File: config.mk
export PLATFORM = sky130hd
export DESIGN_NAME = mem_key_sequencer
export DESIGN_NICKNAME = d
export VERILOG_FILES = /design/src/rtl/mem_pkg.sv /design/src/rtl/mem_key_index.sv /design/src/rtl/mem_key_sequencer.sv
export SDC_FILE = /design/constraint.sdc
export NUM_CORES = 1
export LEC_CHECK = 0
export BUFFER_PORTS_ARGS = -buffer_cell sky130_fd_sc_hd__buf_2
export CORE_ASPECT_RATIO = 0.8
export CORE_MARGIN = 2
export CORE_UTILIZATION = 35
export CTS_CLUSTER_DIAMETER = 100
export DETAILED_ROUTE_END_ITERATION = 12
export PLACE_DENSITY_LB_ADDON = 0.05
export SLEW_MARGIN = 20
export SYNTH_ARGS = -nofsm -noshare
export SYNTH_HDL_FRONTEND = slang
export SYNTH_HIERARCHICAL = 1
export SYNTH_SLANG_ARGS = --single-unit
export TNS_END_PERCENT = 5
File: constraint.sdc
create_clock -name clk -period 4.3 [get_ports clk]
set_input_delay 0.86 -clock clk [delete_from_list [all_inputs] [get_ports clk]]
set_output_delay 0.86 -clock clk [all_outputs]
set_load 0.05 [all_outputs]
File: src/rtl/mem_pkg.sv
// rtl/mem_pkg.sv - constants and types shared between the key sequencer and the MEM stage
package mem_pkg;

    localparam logic [7:0] ASCII_A = 8'h41;
    localparam logic [7:0] ASCII_Z = 8'h5A;

    typedef logic [1:0] setting_t;

    // Digit 0 sits in the most-significant pair: digits 2,1,0,3.
    localparam logic [7:0] DEFAULT_KEY = 8'b10_01_00_11;

    function automatic logic is_letter(input logic [7:0] c);
        return (c >= ASCII_A) && (c <= ASCII_Z);
    endfunction

    // Default digit for position d; longer keys repeat the 4-digit pattern.
    function automatic setting_t default_digit(input int d);
        setting_t s;
        case (d % 4)
            0:       s = DEFAULT_KEY[7:6];
            1:       s = DEFAULT_KEY[5:4];
            2:       s = DEFAULT_KEY[3:2];
            default: s = DEFAULT_KEY[1:0];
        endcase
        return s;
    endfunction

endpackage

File: src/rtl/mem_key_index.sv
// rtl/mem_key_index.sv - modulo-NUM_DIGITS key digit index with clear and advance
module mem_key_index #(
    parameter  int NUM_DIGITS = 4,
    localparam int IDX_W      = (NUM_DIGITS > 1) ? $clog2(NUM_DIGITS) : 1
) (
    input  logic             clk,
    input  logic             rst,
    input  logic             clear_i,
    input  logic             advance_i,
    output logic [IDX_W-1:0] sel_idx_o
);

    localparam logic [IDX_W-1:0] LAST = IDX_W'(NUM_DIGITS - 1);

    logic [IDX_W-1:0] idx_q;
    logic [IDX_W-1:0] idx_d;
    logic [IDX_W-1:0] base;

    // A clear in the same cycle as an advance lets the advancing character use digit 0.
    always_comb begin
        base  = clear_i ? '0 : idx_q;
        idx_d = base;
        if (advance_i) begin
            idx_d = (base == LAST) ? '0 : base + IDX_W'(1);
        end
    end

    always_ff @(posedge clk or posedge rst) begin
        if (rst) begin
            idx_q <= '0;
        end else begin
            idx_q <= idx_d;
        end
    end

    assign sel_idx_o = base;

endmodule

File: src/rtl/mem_key_sequencer.sv
// rtl/mem_key_sequencer.sv - tags each character with its key-digit setting for the MEM stage
module mem_key_sequencer
    import mem_pkg::*;
#(
    parameter int NUM_DIGITS = 4,
    parameter int CNT_W      = 16
) (
    input  logic                    clk,
    input  logic                    rst,
    input  logic                    key_load,
    input  logic [2*NUM_DIGITS-1:0] key,
    input  logic                    msg_start,
    input  logic                    in_valid,
    output logic                    in_ready,
    input  logic [7:0]              in_char,
    output logic                    out_valid,
    input  logic                    out_ready,
    output logic [7:0]              out_char,
    output setting_t                out_setting,
    output logic                    out_bypass,
    output logic [CNT_W-1:0]        letter_count
);

    localparam int IDX_W = (NUM_DIGITS > 1) ? $clog2(NUM_DIGITS) : 1;

    function automatic logic [2*NUM_DIGITS-1:0] build_default_key();
        logic [2*NUM_DIGITS-1:0] k;
        k = '0;
        for (int d = 0; d < NUM_DIGITS; d++) begin
            k[2*(NUM_DIGITS-1-d) +: 2] = default_digit(d);
        end
        return k;
    endfunction

    localparam logic [2*NUM_DIGITS-1:0] KEY_RST = build_default_key();

    logic [2*NUM_DIGITS-1:0] key_q, key_d;
    logic [CNT_W-1:0]        cnt_q, cnt_d;
    logic                    valid_q, valid_d;
    logic [7:0]              char_q, char_d;
    setting_t                setting_q, setting_d;
    logic                    bypass_q, bypass_d;

    logic             xfer;
    logic             letter;
    logic             restart;
    logic [IDX_W-1:0] sel_idx;
    setting_t         sel_setting;

    // key_load owns the cycle, so a transfer can never coincide with a key change.
    assign in_ready = !rst && !key_load && (!valid_q || out_ready);
    assign xfer     = in_valid && in_ready;
    assign letter   = is_letter(in_char);
    assign restart  = key_load || msg_start;

    mem_key_index #(
        .NUM_DIGITS (NUM_DIGITS)
    ) u_index (
        .clk       (clk),
        .rst       (rst),
        .clear_i   (restart),
        .advance_i (xfer && letter),
        .sel_idx_o (sel_idx)
    );

    always_comb begin
        sel_setting = '0;
        for (int d = 0; d < NUM_DIGITS; d++) begin
            if (IDX_W'(d) == sel_idx) begin
                sel_setting = key_q[2*(NUM_DIGITS-1-d) +: 2];
            end
        end
    end

    always_comb begin
        key_d = key_load ? key : key_q;

        cnt_d = cnt_q;
        if (restart) begin
            cnt_d = (xfer && letter) ? CNT_W'(1) : '0;
        end else if (xfer && letter && (cnt_q != '1)) begin
            cnt_d = cnt_q + CNT_W'(1);
        end
    end

    always_comb begin
        valid_d   = valid_q;
        char_d    = char_q;
        setting_d = setting_q;
        bypass_d  = bypass_q;
        if (xfer) begin
            valid_d   = 1'b1;
            char_d    = in_char;
            setting_d = sel_setting;
            bypass_d  = !letter;
        end else if (out_ready) begin
            valid_d   = 1'b0;
        end
    end

    always_ff @(posedge clk or posedge rst) begin
        if (rst) begin
            key_q     <= KEY_RST;
            cnt_q     <= '0;
            valid_q   <= 1'b0;
            char_q    <= 8'h00;
            setting_q <= '0;
            bypass_q  <= 1'b0;
        end else begin
            key_q     <= key_d;
            cnt_q     <= cnt_d;
            valid_q   <= valid_d;
            char_q    <= char_d;
            setting_q <= setting_d;
            bypass_q  <= bypass_d;
        end
    end

    assign out_valid    = valid_q;
    assign out_char     = char_q;
    assign out_setting  = setting_q;
    assign out_bypass   = bypass_q;
    assign letter_count = cnt_q;

endmodule

# Word level (Yosys, flattened, before mapping)
# Cells that the tools add are included.
[word_totals] ff_bits=38 input_bits=22 output_inout_bits=29 word_cells=43
[classes] n_addsub=2 order_cmp=2 n_eq_ne=5 mux=12 reduce_logical=15
[ops] operator="2-to-1 mux 16 bit" count=2
[ops] operator="adder 16 x 1 -> 16 bit (second input constant)" count=1
[ops] operator="inequality test 16 bit (second input constant)" count=1
[ops] operator="2-to-1 mux 2 bit" count=7
[ops] operator="greater-or-equal comparator 8 x 7 -> 1 bit (second input constant)" count=1
[ops] operator="less-or-equal comparator 8 x 7 -> 1 bit (second input constant)" count=1
[ops] operator="logical AND 1 bit" count=6
[ops] operator="== test 2 bit (first input constant)" count=2
[ops] operator="logical NOT 1 bit" count=4
[ops] operator="nonzero test 2 bit" count=2
[ops] operator="2-to-1 mux 1 bit" count=3
[ops] operator="adder 2 x 1 -> 2 bit (second input constant)" count=1
[ops] operator="== test 1 x 2 -> 1 bit (first input constant)" count=1
[ops] operator="== test 2 bit (second input constant)" count=1
[ops] operator="logical NOT 2 bit" count=1
[ops] operator="logical OR 1 bit" count=2

# Logic depth before layout (Yosys ltp)
# Gate-level depths: netlist of run 1.
[logic_depth] word_depth=8 mapped_depth=8 ltp_nobuf=6

# Cells and area by module
# Netlist of run 1, hierarchy kept.
[modules_own_cells] module="mem_key_sequencer" instances=1 cells_each=156 area_each_um2=1790.5 seq_area_each_um2=905.9
[modules_own_cells] module="mem_key_index" instances=1 cells_each=9 area_each_um2=96.3 seq_area_each_um2=50.0

# Worst setup path after synthesis of run 1
# Ideal clock, no wire load.
[synth_path] path_kind="input to register" start="input key_load" end="register setting_q[0] (netlist: out_setting[0])" setup_ns=0.125 t_arrival_ns=2.574 path_slack_ns=1.602 path_stages=7 path_buffers=2 cell_sequence="buf_6 > nor2_1 > clkinv_1 > clkbuf_1 > nor2b_2 > mux4_2 > mux2_2"
[synth_via] elab_chain_cells=7 word_cells_on_any_way=14 cone_classes="3 x eq/ne; 5 x mux; 6 x reduce/logical"
[synth_rtl] element="from (decl)" line_no="mem_key_sequencer.sv:10" source="input logic key_load,"
[synth_rtl] element="logical OR 1 bit *" line_no="mem_key_sequencer.sv:54" source="assign restart = key_load || msg_start;"
[synth_rtl] element="via restart" line_no="mem_key_sequencer.sv:46" source="logic restart;"
[synth_rtl] element="2-to-1 mux 2 bit *" line_no="mem_key_index.sv:21" source="base = clear_i ? '0 : idx_q;"
[synth_rtl] element="via sel_idx[0]" line_no="mem_key_sequencer.sv:47" source="logic [IDX_W-1:0] sel_idx;"
[synth_rtl] element="logical NOT 2 bit" line_no="mem_key_sequencer.sv:69" source="if (IDX_W'(d) == sel_idx) begin"
[synth_rtl] element="2-to-1 mux 2 bit (3 in series)" line_no="mem_key_sequencer.sv:69"
[synth_rtl] element="2-to-1 mux 2 bit *" line_no="mem_key_sequencer.sv:69"
[synth_rtl] element="to (signal assigned)" line_no="mem_key_sequencer.sv:114" source="setting_q <= setting_d;"
[synth_rtl] element="to (decl)" line_no="mem_key_sequencer.sv:41" source="setting_t setting_q, setting_d;"
# Mark *: on every way through the listed nets, which the timed path passes. The rest lies on a longest branch.
# A chain may end at the register's enable or synchronous reset.

# Worst setup path after layout of run 1
[layout_path] start="register cnt_q[0] (netlist: letter_count[0])" end="register cnt_q[15] (netlist: letter_count[15])"
[layout_via] elab_chain_cells=3 word_cells_on_any_way=6 cone_classes="1 x add/sub; 1 x eq/ne; 2 x mux; 2 x reduce/logical"
[layout_rtl] element="from (decl)" line_no="mem_key_sequencer.sv:38" source="logic [CNT_W-1:0] cnt_q, cnt_d;"
[layout_rtl] element="from (signal assigned)" line_no="mem_key_sequencer.sv:111" source="cnt_q <= cnt_d;"
[layout_rtl] element="adder 16 x 1 -> 16 bit / inequality test 16 bit (equally long branches)" line_no="mem_key_sequencer.sv:82, mem_key_sequencer.sv:81"
[layout_rtl] element="2-to-1 mux 16 bit / logical AND 1 bit (equally long branches)" line_no="mem_key_sequencer.sv:81" source="end else if (xfer && letter && (cnt_q != '1)) begin"
[layout_rtl] element="2-to-1 mux 16 bit / nonzero test 2 bit (equally long branches)"
# Parallel ways exist; a longest one is shown, timed or not. The select of a mux whose other input is x is not followed.

==> results.yml, run 1 <==
global_routing:
  grt_pass1_wl_mm: 7.286
  grt_antenna_before_repair: 0
  grt_max_degree: 29
  grtUsageTotal_pct: 15.18
  grt_pass1_vias: 1519
  grt_overflow: 0
placed_design:
  dp.cells: 270
  gp_congestion: 0.7628
  hpwl_mm: 3.222
  place_area_um2: 2180
  io_buffers: 50
logic_synthesis:
  seq_area_frac_synth_pct: 50.66
  synth_cell_types: 36
  ys_ff_latch: 38
  netlist_area_um2: 1887
  synth.avg_cell_area_um2: 11.44
  ys_warn_count: 6
  netlist_instances: 165
  synth_nets: 188
route:
  drt_iter0_drc: 42
  routedWlPerCell_um: 15.66
  first_pass_iters: 4
  vias: 1524
  ant_nets: 0
  totalWireLength_mm: 4.353
  drc: 0
  vias_per_cell: 5.482
pwr:
  p_leak_nw: 1.043
  clkPwrFrac_pct: 32.8
  p_sw_share_pct: 30.18
  seqPwrFrac_pct: 46.9
  comb_power_share_pct: 20.2
  pwr_density_cell_nw_per_um2: 378.1
  p_total_mw: 0.8657
  power_switching_mw: 0.2613
  cellInternalPower_mw: 0.6044
  ir_worst_vdd_mv: 0.1389
flow_run:
  drv_cap: 0
clocking:
  postCtsSetupBuffers: 0
  clk_path_buf_depth: 2
  clock_latency_ns: 0.28
  ctsHoldBuffers: 0
  cts_num_sinks: 38
  path_clk_slew_ns: 0.07
  numCtsBuffers: 5
  cts_resized: 0
  tritoncts: "yes"
  htreeDepth: 2
  root_buffer: "clkbuf_8"
sta:
  setup_tns_ns: 0
  fin_worst_skew_ns: 0.005017
  fin_crit_ns: 2.498
  rsz0062_at_grt: "no"
  setup_viol: 0
  fin_crit_sh_pct: 58.09
  max-slew-margin-rel_pct: 66.06
  slew_viol_final: 0
  max_freq_ghz: 0.4003
  hold_violations: 0
  worstMarginPinSlew_ns: 0.5091
floorplanning:
  design.die.area_um2: 5998
  chipHeight_um: 69.67
  start_util_pct: 37.04
  ioPinCount: 51
  core-area_um2: 5094
  fp.dieW_um: 86.09
  rows: 23
worst_setup_path:
  cp-start-kind: "register"
  cp.required_ns: 4.51
  critPathMaxFanout: 12
  crit_type: "register to register"
  ff2ff_setup_slack_ns: 1.80
  worstPathArrival_ns: 2.71
  cp-end-kind: "register"
layout:
  antennaDiodeCount: 0
  drive_above_1_share_pct: 41.20
  fin_nets: 238
  syn_to_final_growth_pct: 21.35
  design_area_um2: 2290
  instances_no_fill: 278
run_status:
  status: "finished, final reports clean"
worst_hold_path:
  hold_path_class: "input pin to asynchronous set/reset pin"
-- layer usage --
metal,share of wire (%),track usage (%)
met1,45,20.86
met3,5.1,3.929
met4,0.71,3.175
met2,49,24.12
met5,0,0
-- kinds of logic after synthesis --
kind of cell / share of synthesized area (%)
simple gates: 18.77
flops: 50.66
compound gates: 12.07
mux: 13.73
buf+inv: 3.646
xor+xnor: 0.4643
fa+ha+maj: 0.6630
-- cells in the mapped netlist (all sizes together) --
master	instances	share of area [%]
and4	4	1.9
nor4b	1	0.46
xor2	1	0.46
mux4	2	2.4
a41o	1	0.53
or4	11	4.4
buf	3	1.5
nand2	8	1.6
a41oi	1	0.46
inv	4	0.80
nor3	2	0.53
o21ai	4	1.1
clkinv	1	0.20
dfrtp	34	45
a21oi	15	4.0
nand4	4	1.3
nor2b	2	0.80
nor2	6	2.1
o211ai	1	0.40
or3	1	0.33
and3	3	0.99
o31ai	11	4.4
clkbuf	6	1.2
ha	1	0.66
and2	2	0.66
nand2b	1	0.33
mux2	19	11
a31oi	1	0.33
dfstp	4	5.6
nor3b	1	0.40
nand3	9	3.1
a211o	1	0.93
-- registers in the layout, indices dropped and copies added (netlist names) --
name           flops
out_char           8
out_setting        2
letter_count      16
u_index/idx_q      2
out_valid          1
key_q              8
out_bypass         1
-- final cells by class --
cell class                 count  area (µm²)
clock buffer                   8       110.1
fill                         490        2804
inverter                       5       18.77
multi-input combinational    113       862.1
sequential                    38       955.9
tap                           62       77.57
timing repair buffer          52       265.3
-- stage by stage --
stage	setup WS (ns)	util (%)	hold WS, ns
floorplan	1.602	-	0.4751
global placement	1.626	42.79	0.4827
detailed placement	1.532	42.79	0.4904
CTS	1.804	44.95	0.4733
global route	1.619	44.95	0.4749
finish	1.802	44.95	0.4769
-- power groups by stage --
stage                     Clock (mW)  Sequential [mW]  Combinational (mW)
after floorplan                    0            0.489              0.0506
after global routing           0.311            0.410               0.184
after detailed placement           0            0.414               0.178
after global placement             0            0.411               0.174
final                          0.284            0.406               0.175
after CTS                      0.294            0.407               0.178
-- final timing paths --
check	from	end	cells past startpoint
max	letter_count[0]	letter_count[15]	6
min	rst	u_index/idx_q[0]	2
max reg2reg	letter_count[0]	letter_count[15]	6
min reg2reg	out_char[4]	out_char[4]	1
max in group asynchronous	rst	out_char[4]	3
min in group clk	out_char[4]	out_char[4]	1
-- critical path: stages (launching register included) --
cell     delay, ns
dfrtp_1       0.44
ha_1          0.27
and4_1        0.31
nand4_1       0.22
nand4_1       0.42
or4_1         0.61
a21oi_1       0.14
-- layout by cell type (no fill, tap or decap) --
| cell type | count |
|---|---|
| a41o_1 | 1 |
| nand2b_1 | 1 |
| nor2b_2 | 1 |
| nor2_1 | 5 |
| and3_1 | 3 |
| a211o_4 | 1 |
| nand3_4 | 1 |
| mux4_2 | 2 |
| a21oi_1 | 15 |
| and4_1 | 4 |
| dfstp_2 | 4 |
| clkinv_1 | 1 |
| nor2b_1 | 1 |
| nor3b_1 | 1 |
| nand4_1 | 4 |
| o31ai_1 | 11 |
| a31oi_1 | 1 |
| nor3_1 | 2 |
| buf_2 | 50 |
| and2_1 | 2 |
| buf_4 | 2 |
| nand2_1 | 8 |
| o211ai_1 | 1 |
| or3_1 | 1 |
| nor4b_1 | 1 |
| or4_1 | 11 |
| o21ai_0 | 4 |
| nor2_8 | 1 |
| xor2_1 | 1 |
| mux2_2 | 19 |
| inv_1 | 4 |
| nand3_1 | 8 |
| dfrtp_1 | 34 |
| clkbuf_8 | 8 |
| a41oi_1 | 1 |
| ha_1 | 1 |
Note: power is estimated with default switching activity, not from simulation.
==> run 2: changes to the inputs <==
--- a/config.mk
+++ b/config.mk
@@ -5,6 +5,7 @@
 export SDC_FILE = /design/constraint.sdc
 export NUM_CORES = 1
 export LEC_CHECK = 0
+export ABC_AREA = 1
 export BUFFER_PORTS_ARGS = -buffer_cell sky130_fd_sc_hd__buf_2
 export CORE_ASPECT_RATIO = 0.8
 export CORE_MARGIN = 2
==> constraint.sdc (replaced) <==
create_clock -name clk -period 2 [get_ports clk]
set_input_delay 0.4 -clock clk [delete_from_list [all_inputs] [get_ports clk]]
set_output_delay 0.4 -clock clk [all_outputs]
set_load 0.05 [all_outputs]
==> results.yml, run 2 <==
logic_synthesis:
  synth_top_area_share_pct: 39.72
  synth.area.top_cells: "dfrtp_1, nand2_1, nand3_1"
  ys_ff_latch: 38
  synthArstFlopShare_pct: 100.0
  synthMostInstantiatedCell: "nand2_1"
  yosysTopAreaCell: "dfrtp_1"
  ys_warn_count: 6
  synth_nets: 304
  netlist_area_um2: 2142
  synth_common_cells: "nand2_1, dfrtp_1, nor2_1, nand3_1, inv_1"
  netlist_instances: 281
  seq_area_frac_synth_pct: 44.63
  synth-edff-count: 0
  synth.avg_cell_area_um2: 7.623
  synth_cell_types: 27
  synthFlopType: "dfrtp_1"
sta:
  rsz0062_at_grt: "no"
  max_freq_ghz: 0.5242
  worstMarginPinSlew_ns: 0.3879
  setup_viol: 0
  fin_crit_ns: 1.908
  slew_viol_final: 0
  hold_violations: 0
  fin_worst_skew_ns: 0.005183
  fin_crit_sh_pct: 95.39
  setup_tns_ns: 0
  timing.final.ws_setup_ns: 0.09220
  holdWs_ns: 0.3191
  max-slew-margin-rel_pct: 74.11
layout:
  instances_no_fill: 421
  mostFrequentLayoutCell: "nand2_1"
  largest_reg_flops: 16
  antennaDiodeCount: 0
  final-seq-area_um2: 955.9
  multi_input_area_um2: 1045
  layout_common_cells: "nand2_1, buf_2, dfrtp_1"
  drive_above_1_share_pct: 26.47
  design_area_um2: 2670
  syn_to_final_growth_pct: 24.65
  fillers: 615
  fin_nets: 362
clocking:
  clk_path_buf_depth: 2
  root_buffer: "clkbuf_8"
  htreeDepth: 2
  clock_latency_ns: 0.29
  numCtsBuffers: 5
  tritoncts: "yes"
  cts_resized: 0
  path_clk_slew_ns: 0.08
  ctsHoldBuffers: 1
  cts_num_sinks: 38
  postCtsSetupBuffers: 0
route:
  drc: 0
  routedWlPerCell_um: 12.59
  ant_nets: 0
  totalWireLength_mm: 5.301
  drt_iter0_drc: 115
  vias: 1936
  first_pass_iters: 4
  vias_per_cell: 4.599
worst_setup_path:
  crit_type: "input pin to output port"
  slowest_stage: "dlygate4sd3_1"
  cp-end-kind: "output port"
  critPathMaxFanout: 4
  worstPathArrival_ns: 1.51
  path_common_cell: "buf_2"
  cp-start-kind: "input pin"
  crit_chain: "dlygate4sd3_1, buf_2, nor3b_2, buf_2"
  slowest_delay_ns: 0.54
  cp.required_ns: 1.60
pwr:
  ir_worst_vdd_mv: 0.2823
  seqPwrFrac_pct: 42.8
  pwr_density_cell_nw_per_um2: 750.6
  power_switching_mw: 0.5770
  p_sw_share_pct: 28.79
  cellInternalPower_mw: 1.427
  comb_power_share_pct: 18.0
  p_leak_nw: 1.356
  clkPwrFrac_pct: 39.2
global_routing:
  grt_pass1_vias: 1824
  grt_max_degree: 29
  grt_overflow: 0
  grt_pass1_wl_mm: 9.080
  grt_antenna_before_repair: 0
  grtUsageTotal_pct: 17.10
floorplanning:
  start_util_pct: 36.23
  chipHeight_um: 73.97
  ioPinCount: 51
  rows: 25
  core-area_um2: 5912
  fp.dieW_um: 91.47
  design.die.area_um2: 6766
placed_design:
  dp.cells: 412
  gp_congestion: 0.8051
  io_buffers: 50
  hpwl_mm: 3.965
  place_area_um2: 2522
  place_ws_ns: 0.2167
run_status:
  status: "finished, final reports clean"
flow_run:
  drv_cap: 0
worst_hold_path:
  hold_path_class: "input pin to register"
run 2: cell count changes after synthesis, moves of 5 or more:
cell     previous run  this run
nand2_1             8        94
nor2_1              5        33
nand3_1             8        31
inv_1               4        25
a21oi_1            15         0
mux2_2             19         6
o31ai_1            11         0
or4_1              11         0
o21ai_0             4         9
xor2_1              1         6
run 2: cells by family (layout without fill, tap and decap cells):
group | after synthesis | after routing | synth area share, %
and+or+nand+nor | 178 | 178 | 37.38
DFF | 38 | 38 | 44.63
buffers and inverters | 35 | 94 | 6.834
AOI/OAI and AO/OA | 16 | 16 | 4.556
xor gates and xnor gates | 7 | 7 | 2.862
muxes | 6 | 6 | 3.154
adders and majority gates | 1 | 1 | 0.5840
run 2: final timing paths:
check,endpoint,startpoint,cells past startpoint,slack [ns]
max,in_ready,rst,4,0.09
min,key_q[6],key[6],3,0.32
max reg2reg,letter_count[7],letter_count[1],10,0.20
min reg2reg,out_char[4],out_char[4],2,0.48
max in group asynchronous,out_char[2],rst,4,0.84
min in group asynchronous,u_index/idx_q[1],rst,3,0.55
run 2: metrics by stage:
step                      power [mW]  utilization [%]
after floorplan                1.130                -
after global placement         1.237            42.67
after detailed placement       1.237            42.67
after CTS                      2.037            45.16
after global routing           2.101            45.16
final                          2.004            45.16
run 2: final cells by class:
cell class | count | share of cell area, %
clock buffer | 5 | 2.577
clock inverter | 3 | 2.577
inverter | 28 | 3.936
multi-input combinational | 208 | 39.13
sequential | 38 | 35.80
tap | 81 | 3.796
timing repair buffer | 58 | 12.18
run 2: power groups by stage:
stage | clock network [mW] | logic, mW | registers [mW]
3_5_place_dp | 0 | 0.364 | 0.873
6_report | 0.785 | 0.361 | 0.858
3_3_place_gp | 0 | 0.363 | 0.874
4_1_cts | 0.813 | 0.366 | 0.858
2_1_floorplan | 0 | 0.108 | 1.02
5_1_grt | 0.847 | 0.388 | 0.866
run 2: routing by layer:
layer	routed length, µm	up-vias	GRT usage, %
met5	0	-	0
met4	57	0	5.556
met3	238	4	3.647
met2	2099	40	24.43
met1	2906	881	25.83
li1	-	1011	-
run 2: critical path: cells and delay by family:
family	cells	cell delay [ns]
buf+inv	3	0.97
simple gates	1	0.14
